## src/rtl/beep_pkg.sv

```systemverilog
// Shared types and default constants for the beep pattern generator.
// The BEEP_PENDING_EN macro (see beep_gen) adds a one-entry request queue.
package beep_pkg;

  typedef enum logic [1:0] {
    ST_IDLE = 2'd0,
    ST_ON   = 2'd1,
    ST_GAP  = 2'd2
  } state_t;

  localparam int DEF_TONE_DIV = 25000;
  localparam int DEF_ON_CYC   = 5000000;
  localparam int DEF_GAP_CYC  = 5000000;
  localparam int DEF_CNT_W    = 24;

  localparam int NB_W = 3;

endpackage

```

## src/rtl/beep_tone_div.sv

```systemverilog
// Loadable tone divider: phase starts high on load, toggles every TONE_DIV
// cycles while running, and is forced low whenever idle.
module beep_tone_div #(
  parameter int TONE_DIV = 25000,
  parameter int CNT_W    = 24
) (
  input  logic clk,
  input  logic rst_n,
  input  logic load_i,
  input  logic run_i,
  output logic phase_o
);

  localparam logic [CNT_W-1:0] RELOAD = CNT_W'(TONE_DIV - 1);

  logic [CNT_W-1:0] cnt_q, cnt_d;
  logic             phase_q, phase_d;

  always_comb begin
    cnt_d   = cnt_q;
    phase_d = phase_q;
    if (load_i) begin
      cnt_d   = RELOAD;
      phase_d = 1'b1;
    end else if (run_i) begin
      if (cnt_q == '0) begin
        cnt_d   = RELOAD;
        phase_d = ~phase_q;
      end else begin
        cnt_d = cnt_q - CNT_W'(1);
      end
    end else begin
      cnt_d   = '0;
      phase_d = 1'b0;
    end
  end

  always_ff @(posedge clk) begin
    if (!rst_n) begin
      cnt_q   <= '0;
      phase_q <= 1'b0;
    end else begin
      cnt_q   <= cnt_d;
      phase_q <= phase_d;
    end
  end

  assign phase_o = phase_q;

endmodule

```

## src/rtl/beep_gen.sv

```systemverilog
// Turns a one-cycle request into 1..7 tone bursts separated by silent gaps.
// Optional BEEP_PENDING_EN: holds one request that arrives while busy.
module beep_gen
  import beep_pkg::*;
#(
  parameter int TONE_DIV = DEF_TONE_DIV,
  parameter int ON_CYC   = DEF_ON_CYC,
  parameter int GAP_CYC  = DEF_GAP_CYC,
  parameter int CNT_W    = DEF_CNT_W
) (
  input  logic            clk,
  input  logic            rst_n,
  input  logic            req,
  input  logic [NB_W-1:0] n_beeps,
  output logic            buzzer,
  output logic            busy,
  output logic            done
);

  localparam logic [CNT_W-1:0] ON_RELOAD  = CNT_W'(ON_CYC - 1);
  localparam logic [CNT_W-1:0] GAP_RELOAD = CNT_W'(GAP_CYC - 1);

  state_t           state_q, state_d;
  logic [CNT_W-1:0] timer_q, timer_d;
  logic [NB_W-1:0]  rem_q, rem_d;
  logic             busy_q, done_q, done_d;
  logic             tone_load, tone_run;
  logic             req_start;

`ifdef BEEP_PENDING_EN
  logic             pend_valid_q, pend_valid_d;
  logic [NB_W-1:0]  pend_cnt_q, pend_cnt_d;
`endif

  assign req_start = req && (n_beeps != '0);

  always_comb begin
    state_d   = state_q;
    timer_d   = timer_q;
    rem_d     = rem_q;
    done_d    = 1'b0;
    tone_load = 1'b0;
    tone_run  = 1'b0;
`ifdef BEEP_PENDING_EN
    pend_valid_d = pend_valid_q;
    pend_cnt_d   = pend_cnt_q;
    // Captured before the completion check so a request in the last ON cycle still chains.
    if (state_q != ST_IDLE && req_start) begin
      pend_valid_d = 1'b1;
      pend_cnt_d   = n_beeps;
    end
`endif
    case (state_q)
      ST_IDLE: begin
        if (req_start) begin
          rem_d     = n_beeps;
          timer_d   = ON_RELOAD;
          tone_load = 1'b1;
          state_d   = ST_ON;
        end
      end
      ST_ON: begin
        if (timer_q != '0) begin
          timer_d  = timer_q - CNT_W'(1);
          tone_run = 1'b1;
        end else if (rem_q > NB_W'(1)) begin
          rem_d   = rem_q - NB_W'(1);
          timer_d = GAP_RELOAD;
          state_d = ST_GAP;
        end else begin
          done_d  = 1'b1;
          state_d = ST_IDLE;
          rem_d   = '0;
`ifdef BEEP_PENDING_EN
          if (pend_valid_d) begin
            rem_d        = pend_cnt_d;
            timer_d      = GAP_RELOAD;
            state_d      = ST_GAP;
            pend_valid_d = 1'b0;
          end
`endif
        end
      end
      ST_GAP: begin
        if (timer_q == '0) begin
          timer_d   = ON_RELOAD;
          tone_load = 1'b1;
          state_d   = ST_ON;
        end else begin
          timer_d = timer_q - CNT_W'(1);
        end
      end
      default: state_d = ST_IDLE;
    endcase
  end

  always_ff @(posedge clk) begin
    if (!rst_n) begin
      state_q <= ST_IDLE;
      timer_q <= '0;
      rem_q   <= '0;
      busy_q  <= 1'b0;
      done_q  <= 1'b0;
    end else begin
      state_q <= state_d;
      timer_q <= timer_d;
      rem_q   <= rem_d;
      busy_q  <= (state_d != ST_IDLE);
      done_q  <= done_d;
    end
  end

`ifdef BEEP_PENDING_EN
  always_ff @(posedge clk) begin
    if (!rst_n) begin
      pend_valid_q <= 1'b0;
      pend_cnt_q   <= '0;
    end else begin
      pend_valid_q <= pend_valid_d;
      pend_cnt_q   <= pend_cnt_d;
    end
  end
`endif

  beep_tone_div #(
    .TONE_DIV(TONE_DIV),
    .CNT_W   (CNT_W)
  ) u_tone (
    .clk    (clk),
    .rst_n  (rst_n),
    .load_i (tone_load),
    .run_i  (tone_run),
    .phase_o(buzzer)
  );

  assign busy = busy_q;
  assign done = done_q;

endmodule

```

## config.mk

```make
export PLATFORM = sky130hd
export DESIGN_NAME = beep_gen
export DESIGN_NICKNAME = d
export VERILOG_FILES = /design/src/rtl/beep_pkg.sv /design/src/rtl/beep_tone_div.sv /design/src/rtl/beep_gen.sv
export SDC_FILE = /design/constraint.sdc
export NUM_CORES = 1
export LEC_CHECK = 0
export ABC_CLOCK_PERIOD_IN_PS = 6500
export BUFFER_PORTS_ARGS = -buffer_cell sky130_fd_sc_hd__buf_2
export CAP_MARGIN = 0
export CORE_MARGIN = 3
export CORE_UTILIZATION = 40
export CTS_BUF_LIST = sky130_fd_sc_hd__clkbuf_4 sky130_fd_sc_hd__clkbuf_8
export DETAILED_ROUTE_END_ITERATION = 8
export PLACE_DENSITY_LB_ADDON = 0.1
export RECOVER_POWER = 25
export SYNTH_ARGS = -nofsm -noshare
export SYNTH_HDL_FRONTEND = slang
export SYNTH_SLANG_ARGS = --single-unit
```

## constraint.sdc

```tcl
create_clock -name clk -period 6.5 [get_ports clk]
set_clock_uncertainty 0.05 [all_clocks]
set_input_delay 0.325 -clock clk [delete_from_list [all_inputs] [get_ports clk]]
set_output_delay 0.325 -clock clk [all_outputs]
set_load 0.005 [all_outputs]
```

==> results.md, run 1 <==
- Combinational share of power: 0.358
- Post-synth ARST share: 0
- Area leader, netlist: dfxtp_1
- CP Buf/Inv Count: 1
- Clock sinks: 56
- Worst-case clock buffer depth: 2
- Die height: just over 90 µm
- RSZ-0062 raised after global routing: false
- Max-slew headroom: 0.363
- # diodes: 0
- Final ANT Viol Nets: 0
- Hold buffers post-CTS: 0
- Synth Instances: between 300 and 400
- Total core area: between 6000 and 7000 µm²
- Worst slew pin tran: between 0.9 and 1 ns
- Main synth FF type: dfxtp_1
- Final min period: between 3 and 4 ns
- Top cell type's share of synthesized area: 0.378
- Vias per std cell: 5.60
- First-pass DRT Iterations: 4
- Startpoint types: flip-flop
- Total gr overflow: 0
- Setup ws final: roughly 3.3 ns
- Starting Density: 0.425
- Nets: about 370
- PortBufs: 8
- I/O pin cnt: 9
- CTS Buf Count: 5
- Max Fclk: 309 MHz
- # rows: 30
- Final setup viols: 0
- Internal Pwr Total: around 600 µW
- DRC viols: 0
- Clock root cell: clkbuf_8
- Ys Warns: 0
- Finished Core Util: 0.453
- Synth Area in Simple Gates: 0.250
- Largest net degree at the start of global routing: 23
- Horiz. Die Dim: 92.1 µm
- Slowest cell delay on critical path: around 0.85 ns
- Max-slew violations: 0
- Depth of the CTS H-tree: 2
- GRT Total Usage: 0.161
- Mapped Area: just under 3000 µm²
- CP Capture Type: flip-flop
- Finished Cell Area: 3160 µm²
- Critical Path RT: between 6 and 7 ns
- Most common cell after layout, fill and taps aside: dfxtp_1
- Worst-skew pair later-pin latency: a little over 0.3 ns
- Post-Synth Adder-Cell Area: 0.0380
- Pleak: between 0.001 and 0.0015 µW
- Post-synthesis xor/xnor area fraction: 0.0709
- Antenna violations before repair: 0
- Global-route wire length before repair: between 10000 and 15000 µm
- Multiplexer area fraction after synthesis: 0
- Outcome: finished, final reports clean
- Register bit count reported by yosys: 56
- Synth unique cells: 53
- Worst path top cell family by delay: compound AO/OA/AOI/OAI gates
- Area growth syn-to-layout: 6.50%
- Top cells by area, synth: dfxtp_1 38%, a21oi_1 5.4%, nor2_1 4.8%, ha_1 3.8%, xnor2_1 3.5%
- Number of synthesized flops with an enable pin: 0
- Post-CTS setup repair buffer count: 0
- Avg Cell Area, Syn: between 8 and 9 µm²
- Cell Chain, Critical Path: inv_1, ha_1, nor3b_1, nand3_1, o32ai_1, a21oi_1, a311oi_1
- Slowest-stage cell, CP: o32ai_1
- Net count after synthesis: 369
- PwrDens: between 300 and 400 nW/µm²
- Final Hold Fails: 0
- RePlAce Congestion: around 0.8
- Seq/Total Area, Yosys: 0.378
- Worst EP arrival: 3.39 ns
- CTS tree: yes
- Post-CTS sizing: 0
- DR iter-0 viols: ~140
- Post-route clock period utilization: 0.497
- Vias in the first global route: 2292
- Most frequent cells in the layout: 56 x dfxtp_1, 38 x nor2_1, 32 x a21oi_1
- Vias: 2548
- DP Worst Slack: 3.60 ns
- Peak VDD IR: approximately 0.11 mV
- Max Fanout on Critical Path: 15
- Post-Layout Cell Count: about 460
- MaxCap Viol Count: 0
- Die ar.: between 8000 and 9000 µm²
- Worst hold-check path type: in -> reg
- Routed WL: between 6000 and 7000 µm
- DP Area: between 3000 and 4000 µm²
- Net Switching: around 360 µW
- Sw frac: 0.374
- Layout cells sized above 1: 0.0836
- Clk network pwr share: 0.207
- Largest family of logic cells by synthesized area: simple AND/OR/NAND/NOR gates
- Post-synthesis compound-gate area fraction: 0.219
- Setup TNS: 0 ns
- Placed cells: about 450
- DPL Wire Length: about 4900 µm
- Worst setup path category: reg -> reg
- Reg power frac: 0.435
- Avg WL per Cell: between 10 and 15 µm
- Clk pin slew, worst setup/hold paths: approximately 0.10 ns
-- routing by layer --
| layer | up-vias | track usage | part of all wire |
|---|---|---|---|
| met5 | - | 0 | 0 |
| met4 | 0 | 0.0421 | 0.0093 |
| met3 | 7 | 0.0304 | 0.026 |
| met2 | 30 | 0.261 | 0.47 |
| met1 | 1197 | 0.220 | 0.49 |
| li1 | 1314 | - | - |
-- metrics by stage --
stage	hold WS (ns)	total power (µW)
6_report	0.356	958
5_1_grt	0.390	1030
4_1_cts	0.351	967
3_5_place_dp	0.412	767
3_3_place_gp	0.409	765
2_1_floorplan	0.389	701
-- power groups by stage --
stage | clock network (µW) | logic [µW] | registers (µW)
global placement | 0 | 341 | 423
CTS | 206 | 345 | 416
floorplan | 0 | 285 | 415
detailed placement | 0 | 343 | 424
finish | 198 | 343 | 416
global route | 218 | 385 | 423
-- flip-flops by register name, indices dropped and copies added (netlist names) --
register and flops:
u_tone.cnt_q 24, u_tone.phase_o 1, rem_q 3, timer_q 24, done 1, busy 1
state_q 2
-- worst register-to-register path, cell delays in order, from the launching register on --
cell      delay [ns]
dfxtp_1         0.36
inv_1           0.07
ha_1            0.18
nor3b_1         0.61
nand3_1         0.56
o32ai_1         0.85
a21oi_1         0.18
a311oi_1        0.28
-- cells in the mapped netlist, types with 4 or more instances --
master / count
a21oi_1: 32
nor4_1: 12
o21ai_0: 18
or4_1: 7
clkbuf_1: 6
a211oi_1: 6
or3_1: 9
o221a_2: 5
a31oi_1: 4
nand3b_1: 4
nor2_1: 38
inv_1: 18
nand2_1: 21
xor2_1: 12
ha_1: 9
xnor2_1: 12
dfxtp_1: 56
nor3_1: 17
o31ai_1: 8
nand3_1: 7
-- path summary, 6_finish.rpt --
path	from	endpoint	slack (ns)	cells past startpoint
worst max-delay path	timer_q[0]$_SDFFE_PN0P_	rem_q[1]$_SDFFE_PN0P_	3.27	7
worst max register to register	timer_q[0]$_SDFFE_PN0P_	rem_q[1]$_SDFFE_PN0P_	3.27	7
worst min register to register	timer_q[11]$_SDFFE_PN0P_	timer_q[11]$_SDFFE_PN0P_	0.44	1
worst min-delay path	n_beeps[2]	rem_q[2]$_SDFFE_PN0P_	0.36	5
-- final cells by class --
cell class,count,area [µm²]
fillers,750,3820
multi-input cells,268,1710
flip-flops and latches,56,1120
well taps,96,120
clock buffers,6,82.6
inverters,18,67.6
repair buffers,9,43.8
clock inverters,2,10.0
-- cell families after synthesis --
family / count (synthesis)
simple gates: 135
compound gates: 100
xor+xnor: 24
buf+inv: 30
flops: 56
fa+ha+maj: 9
Power figures use the tool's default switching activity.
==> run 2: changes to the inputs <==
ABC_CLOCK_PERIOD_IN_PS = 2950   (was 6500)
clock period = 2.95 ns   (was 6.5 ns; I/O delays follow)
==> run 2 against run 1 <==
Against the previous run: critical endpoint is now u_tone.cnt_q[7]$_SDFF_PN0_; via count increased by 1.4%; worst hold slack got worse by 0.18 ns; core utilization increased by 1.3 points; highest routed layer unchanged; largest cell class unchanged; global-route usage increased by 0.31 points.
==> results.md, run 2 (same netlist as run 1, synthesis figures left out) <==
- Horiz. Die Dim: 92.1 µm (unchanged)
- Critical Path RT: 3.07 ns (was 6.66 ns)
- Pleak: 0.00121 µW (was 0.00116 µW)
- Max Fclk: 373 MHz (was 309 MHz)
- Max-slew violations: 0 (unchanged)
- Total core area: 6980 µm² (unchanged)
- Final Hold Slack: 0.176 ns (was 0.356 ns)
- Max Fanout on Critical Path: 10 (was 15)
- RSZ-0062 raised after global routing: false (unchanged)
- Setup crit start: timer_q[0]$_SDFFE_PN0P_ (unchanged)
- PortBufs: 8 (unchanged)
- Critical Path Sink: u_tone.cnt_q[7]$_SDFF_PN0_ (was rem_q[1]$_SDFFE_PN0P_)
- CTS Buf Count: 5 (unchanged)
- Global-route wire length before repair: 11500 µm (was 11200 µm)
- MaxCap Viol Count: 0 (unchanged)
- DPL Wire Length: 4800 µm (was 4850 µm)
- Final ANT Viol Nets: 0 (unchanged)
- Peak VDD IR: 0.287 mV (was 0.115 mV)
- Worst r2r src: timer_q[0]$_SDFFE_PN0P_ (unchanged)
- Worst r2r dst: u_tone.cnt_q[7]$_SDFF_PN0_ (was rem_q[1]$_SDFFE_PN0P_)
- First-pass DRT Iterations: 4 (unchanged)
- Outcome: finished, final reports clean (unchanged)
- Final setup viols: 0 (unchanged)
- Worst-case clock buffer depth: 2 (unchanged)
- CP Capture Type: flip-flop (unchanged)
- DRC viols: 0 (unchanged)
- Layout cells sized above 1: 0.108 (was 0.0836)
- Most frequent cells in the layout: 56 x dfxtp_1, 38 x nor2_1, 32 x a21oi_1 (unchanged)
- Die ar.: 8490 µm² (unchanged)
- Area growth syn-to-layout: 9.57% (was 6.50%)
- Total gr overflow: 0 (unchanged)
- # rows: 30 (unchanged)
- Top Registers: timer_q x24, u_tone.cnt_q x24, rem_q x3 (unchanged)
- # diodes: 0 (unchanged)
- Most common cell after layout, fill and taps aside: dfxtp_1 (unchanged)
- Depth of the CTS H-tree: 2 (unchanged)
- Clk pin slew, worst setup/hold paths: 0.10 ns (about the same)
- PwrDens: 675 nW/µm² (was 303 nW/µm²)
- Vias per std cell: 5.54 (was 5.60)
- Largest net degree at the start of global routing: 20 (was 23)
- Setup TNS: 0 ns (unchanged)
- Final min period: 2.68 ns (was 3.23 ns)
- Final Hold Fails: 0 (unchanged)
- Hold buffers post-CTS: 0 (unchanged)
- Max-slew headroom: 0.424 (was 0.363)
- Worst-skew pair later-pin latency: 0.31 ns (about the same)
- RePlAce Congestion: 0.805 (was 0.783)
- Worst EP arrival: 2.80 ns (was 3.39 ns)
- Vias in the first global route: 2420 (was 2292)
- Vias: 2583 (was 2548)
- CTS tree: yes (unchanged)
- Nets: 384 (was 373)
- Avg WL per Cell: 14.3 µm (was 14.8 µm)
- Routed WL: 6640 µm (was 6740 µm)
- Reg-to-reg slack, setup: 0.27 ns (was 3.27 ns)
- GRT Total Usage: 0.164 (was 0.161)
- Placed cells: 458 (was 447)
- Die height: 92.1 µm (unchanged)
- I/O pin cnt: 9 (unchanged)
- Clock sinks: 56 (unchanged)
- Clock root cell: clkbuf_8 (unchanged)
- Post-CTS setup repair buffer count: 0 (unchanged)
- Antenna violations before repair: 0 (unchanged)
- Post-route clock period utilization: 0.909 (was 0.497)
- R2R depth: 8 (was 7)
- Worst slew pin tran: 0.856 ns (was 0.948 ns)
- Starting Density: 0.425 (unchanged)
- Startpoint types: flip-flop (unchanged)
- DR iter-0 viols: 117 (was 139)
- Worst hold-check path type: in -> reg (unchanged)
- Worst setup path category: reg -> reg (unchanged)
- Post-Layout Cell Count: 466 (was 455)
- Post-CTS sizing: 0 (unchanged)
[run 2: layout make-up]
cell class	count	area, µm²
Clock buffer	5	68.8
Multi-Input combinational cell	268	1710
Timing Repair Buffer	20	123
Inverter	18	67.6
Sequential cell	56	1120
Clock inverter	3	42.5
Tap cell	96	120
Fill cell	724	3730
[run 2: per-layer routing]
metal / global-route usage / vias up / wire, µm
met3: 0.0271 / 7 / 195
met5: 0 / - / 0
met2: 0.275 / 32 / 3170
met1: 0.220 / 1212 / 3220
li1: - / 1332 / -
met4: 0.0421 / 0 / 54
[run 2: metrics by stage]
stage | setup WS [ns] | total power (µW) | utilization | instance area, µm²
finish | 0.269 | 2190 | 0.466 | 3250
global route | 0.0711 | 2360 | 0.466 | 3250
CTS | 0.337 | 2230 | 0.468 | 3270
detailed placement | 0.360 | 1720 | 0.452 | 3160
global placement | 0.324 | 1720 | 0.452 | 3160
floorplan | 0.663 | 1540 | - | 2970
[run 2: critical path, cell delays in order, from the launching register on]
cell and delay (ns):
dfxtp_1 0.37, inv_1 0.08, ha_1 0.17, nor3b_2 0.23, clkbuf_1 0.24, and3_1 0.42
a21oi_1 0.18, o21ai_0 0.72, a31oi_1 0.07
[run 2: where the power goes]
| group | total (µW) | internal [µW] | leakage [µW] | switching [µW] |
|---|---|---|---|---|
| clock network | 505 | 252 | 0.0000541 | 254 |
| registers | 919 | 833 | 0.000458 | 85.2 |
| logic | 771 | 323 | 0.000698 | 448 |
| total | 2190 | 1410 | 0.00121 | 786 |
[run 2: worst min path at each step]
stage          depth (start not counted)  slack [ns]                  startpoint                    endpoint
6_report                               3        0.18                  n_beeps[1]       rem_q[1]$_SDFFE_PN0P_
5_1_grt                                2        0.21                       rst_n  u_tone.cnt_q[2]$_SDFF_PN0_
4_1_cts                                3        0.18                  n_beeps[1]       rem_q[1]$_SDFFE_PN0P_
3_5_place_dp                           1        0.42  u_tone.cnt_q[0]$_SDFF_PN0_  u_tone.cnt_q[0]$_SDFF_PN0_
3_3_place_gp                           1        0.42  u_tone.cnt_q[0]$_SDFF_PN0_  u_tone.cnt_q[0]$_SDFF_PN0_
2_1_floorplan                          2        0.35                  n_beeps[1]       rem_q[1]$_SDFFE_PN0P_
==> run 3: changes to the inputs <==
ABC_AREA = 1   (was default)
==> run 3 against run 2 <==
Against the previous run: power up 4.3%; maximum frequency up 7.9%; worst hold slack better by 0.031 ns; global-route usage about the same; die area up 15%; largest power group unchanged; highest routed layer unchanged.
==> results.md, run 3 <==
- First-pass DRT Iterations: 4 (unchanged)
- Avg WL per Cell: 12.0 µm (was 14.3 µm)
- Total gr overflow: 0 (unchanged)
- CTS Buf Count: 5 (unchanged)
- I/O pin cnt: 9 (unchanged)
- Post-CTS sizing: 0 (unchanged)
- GRT Total Usage: 0.164 (about the same)
- Top Registers: timer_q x24, u_tone.cnt_q x24, rem_q x3 (unchanged)
- Starting Density: 0.415 (was 0.425)
- Die ar.: 9720 µm² (was 8490 µm²)
- Depth of the CTS H-tree: 2 (unchanged)
- Placed cells: 639 (was 458)
- Ys Warns: 0 (unchanged)
- RePlAce Congestion: 0.822 (was 0.805)
- Worst-skew pair later-pin latency: 0.32 ns (was 0.31 ns)
- PwrDens: 630 nW/µm² (was 675 nW/µm²)
- Total core area: 8260 µm² (was 6980 µm²)
- Most frequent cell after synthesis: nand2_1 (was dfxtp_1)
- Worst r2r dst: u_tone.cnt_q[17]$_SDFF_PP0_ (was u_tone.cnt_q[7]$_SDFF_PN0_)
- Most frequent cells in the layout: 131 x nand2_1, 119 x nor2_1, 61 x inv_1 (was 56 x dfxtp_1, 38 x nor2_1, 32 x a21oi_1)
- Nets: 556 (was 384)
- Startpoint types: flip-flop (unchanged)
- Largest net degree at the start of global routing: 27 (was 20)
- Post-route clock period utilization: 0.842 (was 0.909)
- MaxCap Viol Count: 0 (unchanged)
- Setup TNS: 0 ns (unchanged)
- Antenna violations before repair: 0 (unchanged)
- Area leader, netlist: dfxtp_1 (unchanged)
- Final min period: 2.49 ns (was 2.68 ns)
- Worst EP arrival: 2.64 ns (was 2.80 ns)
- Die height: 98.6 µm (was 92.1 µm)
- Layout cells sized above 1: 0.0720 (was 0.108)
- Worst r2r src: timer_q[0]$_SDFFE_PN0P_ (unchanged)
- Setup crit start: timer_q[0]$_SDFFE_PN0P_ (unchanged)
- DPL Wire Length: 5720 µm (was 4800 µm)
- Vias in the first global route: 2855 (was 2420)
- DRC viols: 0 (unchanged)
- R2R depth: 11 (was 8)
- Avg Cell Area, Syn: 6.41 µm² (was 8.38 µm²)
- Synth Instances: 535 (was 354)
- Net count after synthesis: 550 (was 369)
- RSZ-0062 raised after global routing: false (unchanged)
- Final ANT Viol Nets: 0 (unchanged)
- # diodes: 0 (unchanged)
- Worst hold-check path type: in -> reg (unchanged)
- Register bit count reported by yosys: 56 (unchanged)
- Routed WL: 7790 µm (was 6640 µm)
- Vias: 3110 (was 2583)
- Post-CTS setup repair buffer count: 0 (unchanged)
- Global-route wire length before repair: 13300 µm (was 11500 µm)
- DP Worst Slack: 0.630 ns (was 0.360 ns)
- Synth unique cells: 35 (was 53)
- CP Capture Type: flip-flop (unchanged)
- Top cell type's share of synthesized area: 0.327 (was 0.378)
- Horiz. Die Dim: 98.6 µm (was 92.1 µm)
- Seq/Total Area, Yosys: 0.327 (was 0.378)
- DR iter-0 viols: 138 (was 117)
- CTS tree: yes (unchanged)
- Worst-case clock buffer depth: 2 (unchanged)
- PortBufs: 8 (unchanged)
- Mapped Area: 3430 µm² (was 2970 µm²)
- Worst slew pin tran: 0.558 ns (was 0.856 ns)
- Final Hold Fails: 0 (unchanged)
- Final setup viols: 0 (unchanged)
- Synth cell count leaders: 129 x nand2_1, 119 x nor2_1, 60 x inv_1 (was 56 x dfxtp_1, 38 x nor2_1, 32 x a21oi_1)
- Post-Layout Cell Count: 647 (was 466)
- Peak VDD IR: 0.218 mV (was 0.287 mV)
- Most common cell after layout, fill and taps aside: nand2_1 (was dfxtp_1)
- Max Fclk: 402 MHz (was 373 MHz)
- Hold path start: n_beeps[0] (was n_beeps[1])
- Max-slew headroom: 0.628 (was 0.424)
- Worst setup path category: reg -> reg (unchanged)
- Clock sinks: 56 (unchanged)
- Finished Core Util: 0.440 (was 0.466)
- Post-synth ARST share: 0 (unchanged)
- Outcome: finished, final reports clean (unchanged)
- Number of synthesized flops with an enable pin: 0 (unchanged)
- Final Hold Slack: 0.207 ns (was 0.176 ns)
- Clock root cell: clkbuf_8 (unchanged)
- Main synth FF type: dfxtp_1 (unchanged)
- Reg-to-reg slack, setup: 0.46 ns (was 0.27 ns)
- # rows: 33 (was 30)
- Clk pin slew, worst setup/hold paths: 0.10 ns (about the same)
- Max-slew violations: 0 (unchanged)
- Pleak: 0.00178 µW (was 0.00121 µW)
- Vias per std cell: 4.81 (was 5.54)
- WHS Endpoint: rem_q[0]$_SDFFE_PN0P_ (was rem_q[1]$_SDFFE_PN0P_)
- Max Fanout on Critical Path: 16 (was 10)
- Setup ws final: 0.465 ns (was 0.269 ns)
- Area growth syn-to-layout: 5.87% (was 9.57%)
- Hold-critical path depth: 4 (was 3)
- Critical Path RT: 3.11 ns (was 3.07 ns)
- Number of fill cells: 900 (was 724)
- Top cells by area, synth: dfxtp_1 33%, nand2_1 14%, nor2_1 13%, inv_1 6.6%, a21oi_1 4.5% (was dfxtp_1 38%, a21oi_1 5.4%, nor2_1 4.8%, ha_1 3.8%, xnor2_1 3.5%)
- Hold buffers post-CTS: 0 (unchanged)
[run 3: cell types whose count changed in the layout (fill, tap and decap cells not counted), sizes merged, moves of 6 or more]
cell | previous run | this run
a211oi | 6 | 0
nor3 | 18 | 3
nand4 | 2 | 10
o31ai | 8 | 1
or4 | 9 | 0
nor4 | 13 | 3
xnor2 | 12 | 6
buf | 16 | 8
nand3 | 8 | 33
nor2 | 39 | 129
inv | 18 | 62
or3 | 9 | 0
nand2 | 21 | 137
[run 3: final cells by class]
cell class,instances,area (µm²),share of cell area
multi-input combinational,407,1990,0.548
sequential,56,1120,0.309
inverter,62,233,0.0641
tap,105,131,0.0362
clock buffer,5,68.8,0.0189
timing repair buffer,9,46.3,0.0127
clock inverter,3,42.5,0.0117
[run 3: where the power goes]
| group | internal (µW) | switching, µW |
|---|---|---|
| clock network | 252 | 269 |
| logic | 306 | 564 |
| registers | 831 | 68.3 |
[run 3: stage by stage]
| step | area, µm² | total power, µW |
|---|---|---|
| 2_1_floorplan | 3430 | 1620 |
| 3_3_place_gp | 3540 | 1790 |
| 3_5_place_dp | 3540 | 1790 |
| 4_1_cts | 3650 | 2310 |
| 5_1_grt | 3630 | 2480 |
| 6_report | 3630 | 2290 |
[run 3: cell families (layout without fill, tap and decap cells)]
logic type,count (synthesis),count (layout),synth area share
compound gates,54,54,0.0839
xor+xnor,23,23,0.0587
fa+ha+maj,9,9,0.0328
buf+inv,72,79,0.0883
flops,56,56,0.327
simple gates,321,321,0.410
[run 3: routing by layer]
layer,track usage,vias to the layer above,part of all wire
met3,0.0255,8,0.024
met1,0.216,1392,0.49
met4,0.0452,0,0.010
li1,-,1683,-
met5,0,-,0
met2,0.281,27,0.47
[run 3: how the worst max path moves through the flow]
stage,slack (ns),end,cells after the start
detailed placement,0.63,timer_q[19]$_SDFFE_PN0P_,10
finish,0.46,u_tone.cnt_q[17]$_SDFF_PP0_,11
global placement,0.68,timer_q[14]$_SDFFE_PN0P_,10
CTS,0.60,timer_q[2]$_SDFFE_PN0P_,10
floorplan,1.23,u_tone.cnt_q[19]$_SDFF_PP0_,12
global route,0.25,u_tone.cnt_q[17]$_SDFF_PP0_,11
[run 3: critical path: stages, from the launching register on]
cell,delay [ns]
dfxtp_1,0.32
inv_1,0.10
ha_1,0.29
nand2_4,0.11
nor2_8,0.14
nand3_1,0.43
inv_1,0.36
nand2_1,0.09
nand2_1,0.16
inv_2,0.08
nand3_4,0.17
nor2_1,0.07
